--- config.mk ---
export PLATFORM = sky130hd
export DESIGN_NAME = imem_loader_flat
export DESIGN_NICKNAME = d
export VERILOG_FILES = /design/src/rtl/imem_loader_if.sv /design/src/rtl/imem_loader.sv /design/src/flat_wrapper.sv
export SDC_FILE = /design/constraint.sdc
export NUM_CORES = 1
export LEC_CHECK = 0
export CAP_MARGIN = 20
export CORE_MARGIN = 2
export CORE_UTILIZATION = 53
export CTS_BUF_LIST = sky130_fd_sc_hd__clkbuf_4
export CTS_CLUSTER_SIZE = 12
export DETAILED_ROUTE_END_ITERATION = 6
export GPL_TIMING_DRIVEN = 0
export PLACE_DENSITY = 0.95
export SYNTH_ARGS = -nofsm -noshare
export SYNTH_HDL_FRONTEND = slang
export SYNTH_SLANG_ARGS = --single-unit
--- constraint.sdc ---
create_clock -name clock -period 3.7 [get_ports clock]
set_input_delay 1.11 -clock clock [delete_from_list [all_inputs] [get_ports clock]]
set_output_delay 1.11 -clock clock [all_outputs]
set_load 0.05 [all_outputs]
--- src/rtl/imem_loader_if.sv ---
// Byte-stream handshake and instruction-memory write port used by imem_loader.
// master: the loader side (accepts bytes, drives the memory write port).
// slave:  the host/memory side (supplies bytes, observes writes).
interface imem_loader_if #(
    parameter int Nloc  = 64,
    parameter int Dbits = 32
);
    localparam int AW = $clog2(Nloc);

    logic             byte_valid;
    logic [7:0]       byte_data;
    logic             byte_ready;
    logic             wr;
    logic [AW-1:0]    waddr;
    logic [Dbits-1:0] wdata;

    modport master (
        input  byte_valid, byte_data,
        output byte_ready, wr, waddr, wdata
    );

    modport slave (
        output byte_valid, byte_data,
        input  byte_ready, wr, waddr, wdata
    );
endinterface

--- src/rtl/imem_loader.sv ---
// Boot-time instruction memory loader: packs a little-endian byte stream into
// Dbits-wide words, writes them at ascending addresses from 0 and holds the CPU
// until the load finishes or is aborted.
//
//  state   | meaning
//  --------+-----------------------------------------------------------
//  IDLE    | waiting for start; words_loaded holds the last result
//  COLLECT | accepting bytes into the assembly register
//  WRITE   | one-cycle memory write of the assembled word
//  FINISH  | one-cycle done pulse, then back to IDLE
module imem_loader #(
    parameter int Nloc  = 64,
    parameter int Dbits = 32
) (
    input  logic                  clock,
    input  logic                  reset,
    input  logic                  start,
    input  logic [$clog2(Nloc):0] num_words,
    input  logic                  abort,
    imem_loader_if.master         bus,
    output logic                  cpu_hold,
    output logic                  busy,
    output logic                  done,
    output logic [$clog2(Nloc):0] words_loaded
);
    localparam int AW    = $clog2(Nloc);
    localparam int BYTES = Dbits / 8;
    localparam int BW    = (BYTES > 1) ? $clog2(BYTES) : 1;
    localparam logic [BW-1:0] K_LAST = BW'(BYTES - 1);
    localparam logic [AW:0]   NLOC_W = (AW + 1)'(Nloc);

    typedef enum logic [1:0] {
        S_IDLE,
        S_COLLECT,
        S_WRITE,
        S_FINISH
    } state_t;

    state_t           state, next_state;
    logic [AW:0]      target;
    logic [AW:0]      target_in;
    logic [AW:0]      words_q;
    logic [AW:0]      words_inc;
    logic [AW-1:0]    waddr_q;
    logic [Dbits-1:0] wdata_q;
    logic [BW-1:0]    k;
    logic             byte_ready_c;
    logic             wr_c;
    logic             done_c;
    logic             accept;

    // Requests beyond the memory size are clamped so the address never wraps.
    assign target_in = (num_words > NLOC_W) ? NLOC_W : num_words;
    assign words_inc = words_q + 1'b1;
    assign accept    = byte_ready_c && bus.byte_valid;

    // State register.
    always_ff @(posedge clock) begin
        if (reset) begin
            state <= S_IDLE;
        end else begin
            state <= next_state;
        end
    end

    // Next-state and per-state outputs; abort gates byte_ready so no byte is
    // consumed in the cycle the load is cancelled.
    always_comb begin
        next_state   = state;
        byte_ready_c = 1'b0;
        wr_c         = 1'b0;
        done_c       = 1'b0;
        case (state)
            S_IDLE: begin
                if (start) begin
                    next_state = (target_in == '0) ? S_FINISH : S_COLLECT;
                end
            end
            S_COLLECT: begin
                byte_ready_c = !abort;
                if (abort) begin
                    next_state = S_IDLE;
                end else if (bus.byte_valid && (k == K_LAST)) begin
                    next_state = S_WRITE;
                end
            end
            S_WRITE: begin
                wr_c = 1'b1;
                if (abort) begin
                    next_state = S_IDLE;
                end else if (words_inc == target) begin
                    next_state = S_FINISH;
                end else begin
                    next_state = S_COLLECT;
                end
            end
            S_FINISH: begin
                done_c     = 1'b1;
                next_state = S_IDLE;
            end
            default: next_state = S_IDLE;
        endcase
    end

    // Datapath: target capture, byte assembly, address and word count.
    // The write in an aborted WRITE cycle still lands, so it is still counted.
    always_ff @(posedge clock) begin
        if (reset) begin
            target  <= '0;
            words_q <= '0;
            waddr_q <= '0;
            wdata_q <= '0;
            k       <= '0;
        end else begin
            case (state)
                S_IDLE: begin
                    if (start) begin
                        target  <= target_in;
                        words_q <= '0;
                        waddr_q <= '0;
                        k       <= '0;
                    end
                end
                S_COLLECT: begin
                    if (abort) begin
                        k <= '0;
                    end else if (accept) begin
                        for (int i = 0; i < BYTES; i++) begin
                            if (k == BW'(i)) begin
                                wdata_q[8*i +: 8] <= bus.byte_data;
                            end
                        end
                        k <= (k == K_LAST) ? '0 : k + 1'b1;
                    end
                end
                S_WRITE: begin
                    words_q <= words_inc;
                    waddr_q <= waddr_q + 1'b1;
                end
                default: ;
            endcase
        end
    end

    assign bus.byte_ready = byte_ready_c;
    assign bus.wr         = wr_c;
    assign bus.waddr      = waddr_q;
    assign bus.wdata      = wdata_q;
    assign done           = done_c;
    assign busy           = (state != S_IDLE);
    assign cpu_hold       = (state != S_IDLE);
    assign words_loaded   = words_q;
endmodule

--- src/flat_wrapper.sv ---
// flat-port wrapper written by rule: the top's interface ports become plain ports
module imem_loader_flat 
#(
    parameter int Nloc  = 64,
    parameter int Dbits = 32
)
  (clock, reset, start, num_words, abort, cpu_hold, busy, done, words_loaded, bus_byte_valid, bus_byte_data, bus_byte_ready, bus_wr, bus_waddr, bus_wdata);
  imem_loader_if #(.Nloc(Nloc), .Dbits(Dbits)) bus_i ();
  input  logic clock;
  input  logic reset;
  input  logic start;
  input  logic [$clog2(Nloc):0] num_words;
  input  logic abort;
  output logic cpu_hold;
  output logic busy;
  output logic done;
  output logic [$clog2(Nloc):0] words_loaded;
  input wire logic [$bits(bus_i.byte_valid)-1:0] bus_byte_valid;
  input wire logic [$bits(bus_i.byte_data)-1:0] bus_byte_data;
  output wire logic [$bits(bus_i.byte_ready)-1:0] bus_byte_ready;
  output wire logic [$bits(bus_i.wr)-1:0] bus_wr;
  output wire logic [$bits(bus_i.waddr)-1:0] bus_waddr;
  output wire logic [$bits(bus_i.wdata)-1:0] bus_wdata;
  assign bus_i.byte_valid = bus_byte_valid;
  assign bus_i.byte_data = bus_byte_data;
  assign bus_byte_ready = bus_i.byte_ready;
  assign bus_wr = bus_i.wr;
  assign bus_waddr = bus_i.waddr;
  assign bus_wdata = bus_i.wdata;
  imem_loader #(.Nloc(Nloc), .Dbits(Dbits)) u_core (.clock(clock), .reset(reset), .start(start), .num_words(num_words), .abort(abort), .bus(bus_i), .cpu_hold(cpu_hold), .busy(busy), .done(done), .words_loaded(words_loaded));
endmodule
=== Yosys cells after proc, flatten, opt, wreduce, memory -nomap -nowiden ===
Cells that the tools add are included.

* Register bits after elaboration: 56
* Bits of input ports: 20
* Output and inout bits: 50
* Logic and storage cells: 61

* Add/subtract/negate cells: 3
* $lt $le $gt $ge: 1
* Equality and inequality tests: 10
* Multiplexer cells: 20
* Bitwise operators: 1
* Reductions and logical operators: 17

{| class="wikitable"
|+ Operators with widths
! kind !! count
|-
| two-way mux 2 bit || 10
|-
| AND reduction 4 bit || 4
|-
| two-way mux 7 bit || 2
|-
| case mux 7 bit (2 select lines) || 1
|-
| case mux 6 bit (2 select lines) || 1
|-
| == test 2 bit, second input constant || 4
|-
| case mux 2 bit (4 select lines) || 1
|-
| adder 7 x 1 -> 7 bit, second input constant || 1
|-
| == test 7 bit || 1
|-
| greater-than comparator 7 bit, second input constant || 1
|-
| logical NOT 7 bit || 1
|-
| adder 6 x 1 -> 6 bit, second input constant || 1
|-
| two-way mux 6 bit || 1
|-
| != test 3 x 2 -> 1 bit, second input constant || 2
|-
| AND reduction 2 bit || 3
|-
| nonzero test 2 bit || 3
|-
| == test 2 x 1 -> 1 bit, second input constant || 2
|-
| logical NOT 2 bit || 2
|-
| case mux 2 bit (2 select lines) || 1
|-
| two-way mux 1 bit || 3
|-
| AND reduction 3 bit || 1
|-
| adder 2 x 1 -> 2 bit, second input constant || 1
|-
| logical AND 1 bit || 2
|-
| != test 2 bit, second input constant || 1
|-
| 2 further kinds || 2
|}

=== Longest topological paths before layout ===
* Word-level depth: 6
* Gate-level depth with buffers: 7
* Mapped depth without buffers: 6

=== Least setup slack after synthesis ===
OpenSTA, ideal clock, no wires.

* Kind: input to output
* From: in abort
* To: out bus_byte_ready
* Arrival: 1660 ps
* Data required time: 2590 ps
* Slack: 930 ps
* Stages: 2
* Path buffers: 0
* Cell sequence: nand2b_1 nor2_8

* Word-level cells in the longest chain between the ends: 2

{| class="wikitable"
|+ RTL lines
! item !! line !! RTL
|-
| from (decl) || flat_wrapper.sv:13 || <nowiki>input logic abort;</nowiki>
|-
| logical NOT 1 bit || imem_loader.sv:80 || <nowiki>byte_ready_c = !abort;</nowiki>
|-
| two-way mux 1 bit || imem_loader.sv:73 || <nowiki>case (state)</nowiki>
|-
| to (decl) || flat_wrapper.sv:20 || <nowiki>output wire logic [$bits(bus_i.byte_ready)-1:0] bus_byte_ready;</nowiki>
|}

No other way between the ends.

=== Worst setup path in the final report ===
Ends and elaborated chain as after synthesis.

==> flow_metrics.env <==
export IMPL_drive_gt1_frac=0.07670
export IMPL_synth_compound_gate_area_share=0.09488
export IMPL_comb_power_share=0.166
export IMPL_dpl_cell_count=385
export IMPL_synth_edf_count=0
export IMPL_ys_seq_area_frac=0.4451
export IMPL_gp_congestion=0.8641
export IMPL_numCtsBuffers=5
export IMPL_ys_ff_latch=56
export IMPL_route_detailed_drc=0
export IMPL_synthAdderAreaFrac=0.02981
export IMPL_ioPinCount=70
export IMPL_synth_top_family_by_area="simple AND/OR/NAND/NOR gates"
export IMPL_synthMostInstantiatedCell="nor2_1"
export IMPL_yosys_warnings=0
export IMPL_start_kind="input pin"
export IMPL_die_y_um=72.94
export IMPL_dieArea_mm2=0.005320
export IMPL_cts_tree="built"
export IMPL_root_buffer="clkbuf_4"
export IMPL_intPower_uw=766.9
export IMPL_synth_area_leaders="dfxtp_1 45%, mux2i_1 14%, nor2_1 8.6%, a21oi_1 3.6%, ha_1 3.0%"
export IMPL_synth_cells=266
export IMPL_yosys_area_top_type="dfxtp_1"
export IMPL_holdPathStages=2
export IMPL_ys_flop_type="dfxtp_1"
export IMPL_wire_per_inst_um=14.88
export IMPL_post_cts_buffers=0
export IMPL_period_share=0.9850
export IMPL_drt_initial_drc_count=136
export IMPL_clkLatencyLatePin_ps=370
export IMPL_fin_crit_ps=3644
export IMPL_end_kind="primary output"
export IMPL_status="complete, no violations"
export IMPL_setup_viol=0
export IMPL_dp_hpwl_um=4429
export IMPL_syn_area_mm2=0.002519
export IMPL_clkPwrFrac=0.252
export IMPL_grt_pass1_vias=1986
export IMPL_die_w_um=72.94
export IMPL_synth_cell_types=43
export IMPL_final_cells=393
export IMPL_multiInputGateArea_mm2=0.001313
export IMPL_rsz0062_at_grt="false"
export IMPL_synthesis_nets=292
export IMPL_cts_buffer_depth=2
export IMPL_antenna_found_initial=0
export IMPL_drv_slew=0
export IMPL_drv_cap=0
export IMPL_cp_data_arrival_time_ps=2530
export IMPL_num_nets_final=364
export IMPL_syn2layout_area_growth_pct=30.90
export IMPL_clk_pin_slew_ps=160
export IMPL_synth_common_cells="58 x nor2_1, 56 x dfxtp_1, 34 x mux2i_1"
export IMPL_design_core_area_mm2=0.004661
export IMPL_p_leak_uw=0.001422
export IMPL_setup_tns_ps=0
export IMPL_core_rowCount=25
export IMPL_drt_total_wl_um=5846
export IMPL_cp_required_ps=2590
export IMPL_synthXorXnorAreaFrac=0.03825
export IMPL_dpl_cell_area_mm2=0.003237
export IMPL_grt_start_max_net_pins=18
export IMPL_vias=2146
export IMPL_firstDrtPassIters=4
export IMPL_power_frac_seq=0.581
export IMPL_hp_class="register to register"
export IMPL_seq_area_mm2=0.001121
export IMPL_syn_area_per_cell_um2=9.469
export IMPL_max_freq_mhz=274.4
export IMPL_powerDensity_mw_per_mm2=325.7
export IMPL_path_cells="clkdlybuf4s50_1 > nand2b_1 > nor2_8 > clkdlybuf4s15_2"
export IMPL_critPathMaxFanout=8
export IMPL_clock_sinks=56
export IMPL_hold_ws_ps=521.2
export IMPL_worst_pin_slew_ps=547.3
export IMPL_hold_viol=0
export IMPL_worst_r2r_cell_count=6
export IMPL_path_class="input pin to primary output"
export IMPL_synth_simple_area_share=0.2231
export IMPL_diodes=0
export IMPL_switchingPower_uw=306.9
export IMPL_gr_usage_all_layers=0.2276
export IMPL_synth_top_cell_area_share=0.4451
export IMPL_grt_pass1_wl_um=9494
export IMPL_ys_async_sr_fraction=0
export IMPL_finalInstanceArea_mm2=0.003297
export IMPL_slowest_stage="clkdlybuf4s50_1"
export IMPL_gr_total_overflow=0
export IMPL_synthMuxAreaShare=0.1351
export IMPL_max_stage_delay_ps=470
export IMPL_final_antenna_net_count=0
export IMPL_n_fill_cell=348
export IMPL_h_tree_depth=2
export IMPL_io_buffer_count=65
export IMPL_initial_core_util=0.5404
export IMPL_peakVddDrop_mv=0.2806
export IMPL_slew_headroom=0.6351
export IMPL_p_sw_frac=0.2858
export IMPL_viasPerCell=5.461
export IMPL_skew_ps=14.74
## registers in the layout, indices dropped and copies added (netlist names)
register / flops
u_core.target: 7
u_core.k: 2
u_core.bus.waddr: 6
u_core.words_loaded: 7
u_core.state: 2
u_core.bus.wdata: 32
## layer usage
| metal | up-vias | GRT usage | wire length (µm) |
|---|---|---|---|
| met5 | - | 0 | 0 |
| met4 | 0 | 0.05761 | 20 |
| met3 | 5 | 0.07320 | 531 |
| met2 | 89 | 0.3778 | 2872 |
| met1 | 998 | 0.2870 | 2422 |
| li1 | 1054 | - | - |
## power groups by stage
stage	clock network, µW	registers (µW)	logic, µW
finish	271	624	179
global route	302	626	193
CTS	276	624	179
detailed placement	0	637	178
global placement	0	636	175
floorplan	0	648	107
## critical path: cells and delay by family
| kind | cells | cell delay, ps |
|---|---|---|
| simple gates | 2 | 540 |
| buf+inv | 2 | 890 |
## kinds of logic after synthesis
group | count (synthesis)
flip-flops | 56
buffers and inverters | 19
multiplexers | 34
AO/OA/AOI/OAI | 38
adder cells (fa/ha/maj) | 6
XOR/XNOR | 11
AND/OR/NAND/NOR | 102
## cell usage in the layout, fill, tap and decap left out, types with 3 or more instances in the layout
master,n
mux2i_1,34
o21ai_0,3
dfxtp_1,56
clkdlybuf4s50_1,64
nand3_4,4
nor2_1,58
nor3b_1,6
xor2_1,4
nor3_1,3
clkbuf_1,9
inv_1,4
a21oi_1,18
clkbuf_4,6
xnor2_1,7
ha_1,6
nand2_1,7
nand3_1,10
## what timing repair did
| action | CTS | global route |
|---|---|---|
| resized for setup | 3 | 0 |
| setup endpoints to repair | 1 | 0 |
| hold buffers | 0 | 0 |
## path summary, 6_finish.rpt
check                                            from                                 to  slack (ps)
setup / recovery                                abort                     bus_byte_ready          60
hold / removal      u_core.bus.wdata[16]$_SDFFE_PP0P_  u_core.bus.wdata[16]$_SDFFE_PP0P_         520
setup reg to reg  u_core.words_loaded[0]$_SDFFE_PP0P_       u_core.state[1]$_SDFFE_PP0P_        1610
hold reg to reg     u_core.bus.wdata[16]$_SDFFE_PP0P_  u_core.bus.wdata[16]$_SDFFE_PP0P_         520
## per-stage QoR
| step | power, µW | util | setup slack (ps) |
|---|---|---|---|
| 2_1_floorplan | 755.8 | - | 929.6 |
| 3_3_place_gp | 811.1 | 0.6945 | -349.8 |
| 3_5_place_dp | 814.9 | 0.6945 | -377.9 |
| 4_1_cts | 1079 | 0.7074 | 59.92 |
| 5_1_grt | 1121 | 0.7074 | 18.23 |
| 6_report | 1074 | 0.7074 | 55.59 |
## final cells by class
type | instances | share of cell area
clock inverter | 2 | 0.004175
inverter | 6 | 0.006831
timing repair buffer | 65 | 0.1977
buffer | 13 | 0.01898
tap | 54 | 0.02049
clock buffer | 6 | 0.01366
multi-input combinational | 191 | 0.3981
sequential | 56 | 0.3400
Power figures use the tool's default switching activity.
